**src/rtl/vga_timing_pkg.sv**
```systemverilog
// rtl/vga_timing_pkg.sv - shared VGA timing constants, coordinate type and sync bundle
package vga_timing_pkg;

    localparam int DEF_H_VISIBLE = 640;
    localparam int DEF_H_FRONT   = 16;
    localparam int DEF_H_SYNC    = 96;
    localparam int DEF_H_BACK    = 48;
    localparam int DEF_H_TOTAL   = DEF_H_VISIBLE + DEF_H_FRONT + DEF_H_SYNC + DEF_H_BACK;

    localparam int DEF_V_VISIBLE = 480;
    localparam int DEF_V_FRONT   = 10;
    localparam int DEF_V_SYNC    = 2;
    localparam int DEF_V_BACK    = 33;
    localparam int DEF_V_TOTAL   = DEF_V_VISIBLE + DEF_V_FRONT + DEF_V_SYNC + DEF_V_BACK;

    localparam int HS_START = DEF_H_VISIBLE + DEF_H_FRONT;
    localparam int HS_END   = HS_START + DEF_H_SYNC;
    localparam int VS_START = DEF_V_VISIBLE + DEF_V_FRONT;
    localparam int VS_END   = VS_START + DEF_V_SYNC;

    typedef logic [9:0] coord_t;

    typedef struct packed {
        logic hs;
        logic vs;
        logic blank;
    } sync_t;

    localparam sync_t SYNC_IDLE = '{hs: 1'b1, vs: 1'b1, blank: 1'b0};

    // Half-open window test lo <= v < hi on a coordinate
    function automatic logic in_window(input coord_t v, input int lo, input int hi);
        return (int'(v) >= lo) && (int'(v) < hi);
    endfunction

endpackage

```
**src/rtl/vga_delay_line.sv**
```systemverilog
// rtl/vga_delay_line.sv - enabled shift register with async reset value; DEPTH 0 is a wire
module vga_delay_line #(
    parameter int               DEPTH   = 2,
    parameter int               WIDTH   = 3,
    parameter logic [WIDTH-1:0] RST_VAL = '0
) (
    input  logic             i_clk,
    input  logic             i_rst,
    input  logic             i_en,
    input  logic [WIDTH-1:0] i_d,
    output logic [WIDTH-1:0] o_q
);

    generate
        if (DEPTH == 0) begin : g_bypass
            assign o_q = i_d;
        end else begin : g_shift
            logic [WIDTH-1:0] r_stage [DEPTH];

            always_ff @(posedge i_clk or posedge i_rst) begin
                if (i_rst) begin
                    for (int i = 0; i < DEPTH; i++) begin
                        r_stage[i] <= RST_VAL;
                    end
                end else if (i_en) begin
                    r_stage[0] <= i_d;
                    for (int i = 1; i < DEPTH; i++) begin
                        r_stage[i] <= r_stage[i-1];
                    end
                end
            end

            assign o_q = r_stage[DEPTH-1];
        end
    endgenerate

endmodule

```
**src/rtl/vga_timing_gen.sv**
```systemverilog
// rtl/vga_timing_gen.sv - VGA raster counters, pixel clock and delayed hs/vs/blank
module vga_timing_gen
    import vga_timing_pkg::*;
#(
    parameter int H_VISIBLE  = DEF_H_VISIBLE,
    parameter int H_FRONT    = DEF_H_FRONT,
    parameter int H_SYNC     = DEF_H_SYNC,
    parameter int H_BACK     = DEF_H_BACK,
    parameter int V_VISIBLE  = DEF_V_VISIBLE,
    parameter int V_FRONT    = DEF_V_FRONT,
    parameter int V_SYNC     = DEF_V_SYNC,
    parameter int V_BACK     = DEF_V_BACK,
    parameter int PIPE_DELAY = 2
) (
    input  logic   Clk,
    input  logic   Reset,
    output logic   vga_clk,
    output logic   hs,
    output logic   vs,
    output logic   blank,
    output logic   sync,
    output coord_t DrawX,
    output coord_t DrawY,
    output logic   frame_start,
    output logic   line_start
);

    localparam int H_TOTAL = H_VISIBLE + H_FRONT + H_SYNC + H_BACK;
    localparam int V_TOTAL = V_VISIBLE + V_FRONT + V_SYNC + V_BACK;
    localparam int HS_LO   = H_VISIBLE + H_FRONT;
    localparam int HS_HI   = HS_LO + H_SYNC;
    localparam int VS_LO   = V_VISIBLE + V_FRONT;
    localparam int VS_HI   = VS_LO + V_SYNC;

    logic   r_phase;
    coord_t r_hc;
    coord_t r_vc;
    logic   r_line_start;
    logic   r_frame_start;

    logic   w_pix_en;
    logic   w_h_wrap;
    coord_t w_hc_next;
    coord_t w_vc_next;
    sync_t  w_raw;
    sync_t  w_dly;

    // Counters advance on the edge where vga_clk falls, giving consumers half a pixel of setup
    assign w_pix_en = r_phase;

    always_comb begin
        w_h_wrap  = (r_hc == coord_t'(H_TOTAL - 1));
        w_hc_next = w_h_wrap ? '0 : r_hc + 1'b1;
        w_vc_next = r_vc;
        if (w_h_wrap) begin
            w_vc_next = (r_vc == coord_t'(V_TOTAL - 1)) ? '0 : r_vc + 1'b1;
        end
    end

    always_ff @(posedge Clk or posedge Reset) begin
        if (Reset) begin
            r_phase       <= 1'b0;
            r_hc          <= '0;
            r_vc          <= '0;
            r_line_start  <= 1'b0;
            r_frame_start <= 1'b0;
        end else begin
            r_phase       <= ~r_phase;
            r_line_start  <= w_pix_en && w_h_wrap;
            r_frame_start <= w_pix_en && w_h_wrap && (w_vc_next == '0);
            if (w_pix_en) begin
                r_hc <= w_hc_next;
                r_vc <= w_vc_next;
            end
        end
    end

    always_comb begin
        w_raw       = SYNC_IDLE;
        w_raw.hs    = !in_window(r_hc, HS_LO, HS_HI);
        w_raw.vs    = !in_window(r_vc, VS_LO, VS_HI);
        w_raw.blank = in_window(r_hc, 0, H_VISIBLE) && in_window(r_vc, 0, V_VISIBLE);
    end

    vga_delay_line #(
        .DEPTH   (PIPE_DELAY),
        .WIDTH   ($bits(sync_t)),
        .RST_VAL (SYNC_IDLE)
    ) u_sync_dly (
        .i_clk (Clk),
        .i_rst (Reset),
        .i_en  (w_pix_en),
        .i_d   (w_raw),
        .o_q   (w_dly)
    );

    assign vga_clk     = r_phase;
    assign hs          = w_dly.hs;
    assign vs          = w_dly.vs;
    assign blank       = w_dly.blank;
    assign sync        = 1'b0;
    assign DrawX       = r_hc;
    assign DrawY       = r_vc;
    assign line_start  = r_line_start;
    assign frame_start = r_frame_start;

endmodule

```
**config.mk**
```make
export PLATFORM = sky130hd
export DESIGN_NAME = vga_timing_gen
export DESIGN_NICKNAME = d
export VERILOG_FILES = /design/src/rtl/vga_timing_pkg.sv /design/src/rtl/vga_delay_line.sv /design/src/rtl/vga_timing_gen.sv
export SDC_FILE = /design/constraint.sdc
export NUM_CORES = 1
export LEC_CHECK = 0
export BUFFER_PORTS_ARGS = -buffer_cell sky130_fd_sc_hd__buf_2
export CAP_MARGIN = 15
export CORE_ASPECT_RATIO = 0.75
export CORE_MARGIN = 10
export CORE_UTILIZATION = 55
export DETAILED_ROUTE_END_ITERATION = 10
export HOLD_SLACK_MARGIN = 0.03
export PLACE_DENSITY_LB_ADDON = 0.1
export SKIP_LAST_GASP = 1
export SYNTH_ARGS = -nofsm -noshare
export SYNTH_HDL_FRONTEND = slang
export SYNTH_SLANG_ARGS = --single-unit
```
**constraint.sdc**
```tcl
create_clock -name Clk -period 2.35 [get_ports Clk]
set_input_delay 0.1175 -clock Clk [delete_from_list [all_inputs] [get_ports Clk]]
set_output_delay 0.1175 -clock Clk [all_outputs]
set_load 0.02 [all_outputs]
```
After elaboration in Yosys (flattened, before gate mapping)
Index checks and enable logic that the tools add are counted.

cells by class
  add/subtract/negate cells = 2
  magnitude comparators = 6
  equality and inequality tests = 2
  muxes and demuxes = 3
  bitwise gates (word level) = 1
  reduce and logical (&&, ||, !) cells = 8

operators with widths
  cell                                                                count
  two-way mux 10 bit                                                  3
  adder 10 x 1 -> 10 bit, second input constant                       2
  equality test 10 bit, second input constant                         2
  < comparator 10 bit, second input constant                          2
  < comparator 10 x 9 -> 1 bit, second input constant                 2
  greater-or-equal comparator 10 bit, second input constant           1
  greater-or-equal comparator 10 x 9 -> 1 bit, second input constant  1
  logical NOT 10 bit                                                  1
  logical AND 1 bit                                                   5
  logical NOT 1 bit                                                   2
  NOT 1 bit                                                           1

word-level totals
  register bits after elaboration = 29
  input port bits = 2
  output and inout bits = 27
  logic and storage cells = 29

Logic depth before layout (Yosys ltp)
Gate-level depths: netlist of the first run.

  depth in word-level cells = 5
  mapped depth = 8
  gate-level depth less buffers = 6

By module
A second synthesis of the first run with hierarchy kept.

unflattened totals
  cells, all modules = 178
  area, all modules = 1691.6 µm²

modules (own cells, without submodules)
  module          instances  cells each  area each (µm²)  seq. area each (µm²)
  vga_timing_gen  1          161         1408.9           575.6
  vga_delay_line  1          17          282.8            155.1

Worst setup path before layout of the first run
OpenSTA, ideal clock, no wires.

  path kind = reg2reg
  from = register r_vc[1] (netlist: DrawY[1])
  to = register r_vc[8] (netlist: DrawY[8])
  setup time = 125 ps
  arrival = 1646 ps
  data required time = 2225 ps
  path slack = 579 ps
  cell stages (with the launch flop) = 6
  buffers on the path = 0
  clock period less this slack = 1771 ps
  path through = dfrtp_1 > ha_1 > and4_1 > nand4_1 > nor3_1 > mux2_2

on the way
  word-level cells in the longest chain between the ends = 3
  elaborated cells on any way between the ends = 4
  those cells by class = 1 x add/sub; 1 x eq/ne; 2 x mux

RTL lines
  what                                                            RTL line              source
  start, declared                                                 vga_timing_gen.sv:37  coord_t r_vc;
  start signal, assigned                                          vga_timing_gen.sv:73  r_vc <= w_vc_next;
  adder 10 x 1 -> 10 bit or equality test 10 bit (tied branches)  vga_timing_gen.sv:56  w_vc_next = (r_vc == coord_t'(V_TOTAL - 1)) ? '0 : r_vc + 1'b1;
  two-way mux 10 bit (*)                                          vga_timing_gen.sv:56
  two-way mux 10 bit (*)                                          vga_timing_gen.sv:55  if (w_h_wrap) begin

Every way passes the cells marked *; elsewhere a longest branch is shown, timed or not.
A chain may end at the register's enable or synchronous reset.

Worst setup path after layout of the first run
  from = register r_hc[6] (netlist: DrawX[6])
  to = register r_frame_start (netlist: frame_start)

on the way
  word-level cells in the longest chain between the ends = 4
  elaborated cells on any way between the ends = 5
  those cells by class = 1 x eq/ne; 1 x mux; 3 x reduce/logical

RTL lines
  what                      RTL line              source
  start, declared           vga_timing_gen.sv:36  coord_t r_hc;
  start signal, assigned    vga_timing_gen.sv:72  r_hc <= w_hc_next;
  equality test 10 bit (*)  vga_timing_gen.sv:52  w_h_wrap = (r_hc == coord_t'(H_TOTAL - 1));
  two-way mux 10 bit        vga_timing_gen.sv:55
  logical NOT 10 bit        vga_timing_gen.sv:70  r_frame_start <= w_pix_en && w_h_wrap && (w_vc_next == '0);
  logical AND 1 bit (*)     vga_timing_gen.sv:70
  end signal, assigned      vga_timing_gen.sv:70
  end, declared             vga_timing_gen.sv:39  logic r_frame_start;

Marked as above.

==> impl_results.md, run 1 <==
* Slew Viols, Final at 0
* Syn nets at ~170
* Worst-skew pair later-pin latency at 0.28 ns
* H-tree Lvls at 2
* First-pass GRT wire length at just over 6000 µm
* Vias in the first global route at 1269
* Area growth, synth to finish at 13.8%
* Slowest stage delay, CP at 0.47 ns
* Setup Crit Path Kind: register to register
* Async set-reset flop share out of synthesis at between 90% and 100%
* Area contributors post-synth: dfrtp_1 (38%), dfstp_2 (6.4%), o21ai_0 (4.3%)
* CTS tree: done
* Synth top area share at 38.2%
* CP Launch Type: register
* HPWL after DPL at 2590 µm
* Number of max-cap violations at 0
* CP delay by family, top: simple AND/OR/NAND/NOR gates
* Top Ports at 29
* Cells after Synth at 160
* Worst Path Arrival at about 2.1 ns
* Global placer's final weighted congestion at a little over 0.8
* Synth Area in Simple Gates at 24.0%
* Crit path from: DrawX[6]
* CP required at approximately 2.6 ns
* R2R Path Start: DrawX[6]
* Final setup TNS at 0 ns
* XOR/XNOR Fraction of Synth Area at under 10%
* Antenna Cells at 0
* Count leader, synth: dfrtp_1
* Largest net degree at the start of global routing at 30
* R2r setup slk at 0.43 ns
* Min Hold Slack at between 0.4 and 0.5 ns
* Setup-failing EPs final at 0
* Worst-margin pin slew at 0.519 ns
* WL final at 3620 µm
* Die Wd at just over 80 µm
* Slew HR at 65.4%
* Final period util at 81.7%
* # placed instances at 217
* Largest area contributor in the synthesized netlist: dfrtp_1
* Worst R2R End: frame_start
* Core area at 2890 µm²
* GR Overflow Total at 0
* Mux cell area share after synthesis at between 3 and 4%
* 1st-iter DRT viols at 110
* Yosys synthesis warning count at 0
* Post-CTS Setup Inserts at 0
* Final min period at 1.92 ns
* RSZ-0062 raised after global routing: false
* Hold crit path type: input port to asynchronous set/reset pin
* Fin. Hold Viols at 0
* Layout Skew at 0.00838 ns
* Post-synth top cells: dfrtp_1 (25), nor2_1 (14), o21ai_0 (14)
* Clk buf depth at 2
* Vias at 1292
* Layout cells sized above 1 at between 20% and 30%
* Average routed wire per standard cell at 16.0 µm
* Die Ht at between 60 and 70 µm
* Status: finished clean
* GRT Total Usage at between 10% and 20%
* Buffers plus inverters on the worst setup path at 1
* Die Area at 5580 µm²
* Avg Inst Size Synth at 10.2 µm²
* Critical path cell sequence: and4bb_4 -> nand4_4 -> inv_1 -> o2111ai_1 -> and4b_1
* Worst Setup End Kind: register
* Cts bufs inserted at 5
* Num rows at 17
* Antenna Nets Post-Route at 0
* Pwr/cell area at 516 nW/µm²
* Largest family of logic cells by synthesized area: simple AND/OR/NAND/NOR gates
* Reg2Reg Depth at 5
* CTS Root Cell: clkbuf_8
* Synth Area in Adders at 3.82%
* Layout Nets at just under 200
* Register bit count reported by yosys at 29
* Seq/Total Area, Yosys at about 45%
* Crit-path max FO at 13
* Clock transition at the registers of the reported paths at 0.07 ns
* CTS Sinks at 29
* Mapped Area at 1640 µm²
* # DRC at 0
* Max Clk Rate at 0.521 GHz
* Fin cells at 226
* Synth Area in Compound Gates at 10.6%
* P_leak at 0.877 nW
* Yosys cell types at 44
* Initial antenna violation count at 0
* Port bufs at 27
* Initial Util at approximately 57%
* Peak VDD IR at 0.293 mV
* Drt first pass iters at 4
* Synth Flop Type: dfrtp_1
* Number of synthesized flops with an enable pin at 0
* Crit-path slowest cell: dfrtp_1
* Routed vias/inst at 5.72
## tightest hold or removal path: stages
cell and delay, ns:
dlygate4sd3_1 0.53, buf_2 0.12, inv_1 0.04, buf_4 0.33
## how the worst max path moves through the flow
| stage | cells past startpoint | end |
|---|---|---|
| global route | 5 | DrawY[8] |
| CTS | 5 | frame_start |
| detailed placement | 5 | frame_start |
| floorplan | 5 | DrawY[8] |
| global placement | 5 | DrawY[8] |
| finish | 5 | frame_start |
## sequential cells by signal (all words and copies together), names as in the netlist
register / count
u_sync_dly.o_q: 3
line_start: 1
DrawY: 10
vga_clk: 1
frame_start: 1
DrawX: 10
u_sync_dly.g_shift.r_stage: 3
## metal layers
metal  vias up  wire (µm)  global-route usage, %
met4         0         29                   4.03
li1        621          -                      -
met3         4        208                   4.09
met2        41       1680                   22.3
met5         -          0                      0
met1       626       1700                   16.6
## area by class of cell
| class | instances | area [µm²] |
|---|---|---|
| Sequential cell | 29 | 731 |
| Tap cell | 38 | 47.5 |
| Clock inverter | 1 | 5.00 |
| Inverter | 10 | 37.5 |
| Clock buffer | 7 | 96.3 |
| Timing Repair Buffer | 29 | 153 |
| Multi-Input combinational cell | 112 | 793 |
| Fill cell | 258 | 1030 |
## through the flow
stage               setup WS [ns]  power [mW]  area (µm²)  utilization, %
finish                      0.430       0.962        1860            64.4
global route                0.315       0.996        1860            64.4
CTS                         0.452       0.976        1860            64.4
detailed placement          0.475       0.522        1750            60.6
global placement            0.524       0.522        1750            60.6
floorplan                   0.579       0.519        1640               -
## logic make-up (layout without fill, tap and decap cells)
family                   after synthesis  in the layout
AND/OR/NAND/NOR                       62             62
flip-flops                            29             29
AO/OA/AOI/OAI                         27             27
buffers and inverters                 19             47
XOR/XNOR                              11             11
multiplexers                           6              6
adder cells (fa/ha/maj)                5              5
other                                  1              1
## power breakdown
group          switching (mW)  internal [mW]  leakage (nW)
logic                  0.0113        0.00290         0.456
registers                   0          0.500         0.367
clock network           0.184          0.264        0.0542
## cell usage in the layout (no fill, tap or decap), types with 2 or more instances in the layout
master	instances
a21oi_1	2
a31oi_1	2
and3_1	4
buf_2	27
clkbuf_8	7
dfrtp_1	25
dfstp_2	4
ha_1	5
inv_1	10
mux2_2	4
mux2i_1	2
nand2_1	8
nand3_1	7
nand4_1	6
nand4_4	2
nor2_1	14
nor3_1	5
nor4_1	2
nor4b_1	2
o21ai_0	14
or3_1	2
xnor2_1	7
xor2_1	4
## repair_timing
item                      4_1_cts  5_1_grt
hold buffers                    1        0
hold endpoints to repair       25        0
resized for setup               0        0
Power figures use the tool's default switching activity.
==> run 2: changes to the inputs <==
Settings changed: CORE_UTILIZATION 55 to 50.
Clock period 2.35 ns to 1.6 ns, I/O delays scaled along.
==> run 2 against run 1 <==
The flow now finishes with violations (negative setup slack). Utilization grew 6.7 points. Register-to-register slack worse by 0.46 ns. Largest cell class unchanged. Critical path depth is 2 higher. Routed wire length rose by 11%. Critical endpoint unchanged. Clock skew is 0.0032 ns lower. Setup slack lost 0.46 ns.
==> impl_results.md, run 2 (same netlist as run 1, synthesis figures left out) <==
* Status: finished, violations left
* Failing checks: negative setup slack
* Fin. Hold Viols at 0 (unchanged)
* CP dominant cell by count: buf_4
* 1st-iter DRT viols at 108 (-1.8%)
* WL met2 at 1790 µm (+6.1%)
* Drt first pass iters at 5 (+1)
* Global placer's final weighted congestion at 0.881 (+7.2%)
* CTS Sinks at 29 (unchanged)
* Clock transition at the registers of the reported paths at 0.07 ns (about the same)
* Buffers plus inverters on the worst setup path at 3 (+2)
* Filler cells at 250 (-3.1%)
* GRT Total Usage at 13.7% (+0.28 points)
* Layout Nets at 227 (+17%)
* Port bufs at 27 (unchanged)
* Placed Area at 1990 µm² (+13%)
* Routed vias/inst at 5.37 (-6.0%)
* Largest net degree at the start of global routing at 30 (unchanged)
* Commonest non-fill, non-tap cells in the layout: buf_4 (34), buf_2 (27), dfrtp_1 (18)
* Antenna Cells at 0 (unchanged)
* Die Ht at 69.5 µm (+3.4%)
* Worst Setup End Kind: register
* Peak VDD IR at 0.544 mV (+86%)
* Pwr/cell area at 618 nW/µm² (+20%)
* Slowest stage delay, CP at 0.43 ns (-0.04 ns)
* First-pass GRT wire length at 6700 µm (+7.6%)
* Finished Cell Area at 2160 µm² (+16%)
* Crit-path slowest cell: dfrtp_2
* Setup-failing EPs final at 2 (+2)
* Clk buf depth at 2 (unchanged)
* Average routed wire per standard cell at 15.5 µm (-3.0%)
* Cts bufs inserted at 5 (unchanged)
* CP Launch Type: register
* Number of max-cap violations at 0 (unchanged)
* Num rows at 17 (unchanged)
* Critical path cell sequence: ha_4 -> buf_4 -> buf_4 -> inv_1 -> a211oi_1 -> o2111ai_1 -> and4b_1
* Area growth, synth to finish at 32.2%
* Antenna Nets Post-Route at 0 (unchanged)
* P_leak at 1.02 nW (+17%)
* Slew Viols, Final at 0 (unchanged)
* Worst Path Arrival at 1.84 ns (-0.28 ns)
* Die Area at 5990 µm² (+7.3%)
* Final min period at 1.63 ns (-0.294 ns)
* Vias at 1392 (+7.7%)
* Layout Skew at 0.00515 ns (-0.00323 ns)
* WL final at 4030 µm (+11%)
* Pre-CTS setup slack at -0.0527 ns (-0.528 ns)
* Vias in the first global route at 1357 (+6.9%)
* Setup ws final at -0.0261 ns (-0.456 ns)
* Final period util at 102% (+20 points)
* CP delay by family, top: compound AO/OA/AOI/OAI gates
* Max Clk Rate at 0.615 GHz (+18%)
* CTS tree: done
* CP required at 1.81 ns (-0.74 ns)
* Final core utilization at 71.1% (+6.7 points)
* Initial Util at 53.8% (-2.8 points)
* Top sig layer: met4
* GR Overflow Total at 0 (unchanged)
* Post-Route M1 WL at 1930 µm (+14%)
* Setup Crit Path Kind: register to register
* Worst-skew pair later-pin latency at 0.28 ns (about the same)
* H-tree Lvls at 2 (unchanged)
* RSZ-0062 raised after global routing: true
* Crit-path max FO at 5 (-8)
* Hold crit path type: input port to asynchronous set/reset pin
* CTS Root Cell: clkbuf_8
* Commonest non-fill, non-tap cell in the layout: buf_4
* # DRC at 0 (unchanged)
* Initial antenna violation count at 0 (unchanged)
* HPWL after DPL at 2850 µm (+10%)
* Core area at 3040 µm² (+5.1%)
* DR WL met3 at 270 µm (+30%)
* Final Total Pwr at 1.34 mW (+39%)
* Top Ports at 29 (unchanged)
* Die Wd at 86.1 µm (+3.7%)
* Layout cells sized above 1 at 45.7% (+19 points)
run 2: cell count changes in the layout (fill, tap and decap cells not counted), sizes merged:
cell / previous run / this run
buf: 28 / 61
clkbuf: 7 / 5
clkinv: 1 / 2
clkinvlp: 0 / 1
run 2: final timing paths:
kind,from,end,slack [ns],cells after the start
setup / recovery,DrawY[1],frame_start,-0.03,7
hold / removal,Reset,line_start,0.41,4
setup reg to reg,DrawY[1],frame_start,-0.03,7
hold reg to reg,u_sync_dly.g_shift.r_stage[5],u_sync_dly.g_shift.r_stage[5],0.49,2
max in group asynchronous,Reset,u_sync_dly.g_shift.r_stage[4],0.87,4
min in group Clk,u_sync_dly.g_shift.r_stage[5],u_sync_dly.g_shift.r_stage[5],0.49,2
run 2: worst register-to-register path, stage by stage, from the launching register on:
cell       delay [ns]
dfrtp_2          0.43
ha_4             0.16
buf_4            0.10
buf_4            0.09
inv_1            0.04
a211oi_1         0.34
o2111ai_1        0.14
and4b_1          0.26
run 2: report_power, final:
group / internal [mW] / switching [mW]
clock network: 0.299 / 0.283
logic: 0.00425 / 0.0167
registers: 0.734 / 0
run 2: routing by layer:
metal,vias to the layer above,track usage [%]
li1,686,-
met1,664,19.0
met2,37,18.8
met3,5,4.80
met4,0,4.71
met5,-,0
run 2: what timing repair did:
item | in CTS | in global routing
pin swaps | 1 | 7
gates resized for setup | 1 | 5
endpoints found under the setup margin | 3 | 10
endpoints found under the hold margin | 25 | 0
buffers inserted | 2 | 6
hold buffers | 1 | 0
run 2: layout make-up:
type	instances	area, µm²	area share (%)
clock buffer	5	68.8	3.18
clock inverter	3	17.5	0.810
inverter	10	40.0	1.85
multi-input combinational	112	850	39.3
sequential	29	739	34.2
tap	38	47.5	2.20
timing repair buffer	62	400	18.5
run 2: stage by stage:
| stage | instances | setup TNS, ns | hold WS (ns) |
|---|---|---|---|
| floorplan | 160 | -0.0886 | 0.155 |
| global placement | 242 | -0.0536 | 0.166 |
| detailed placement | 242 | -0.0908 | 0.173 |
| CTS | 253 | -0.0141 | 0.420 |
| global route | 259 | -0.356 | 0.459 |
| finish | 259 | -0.0270 | 0.411 |
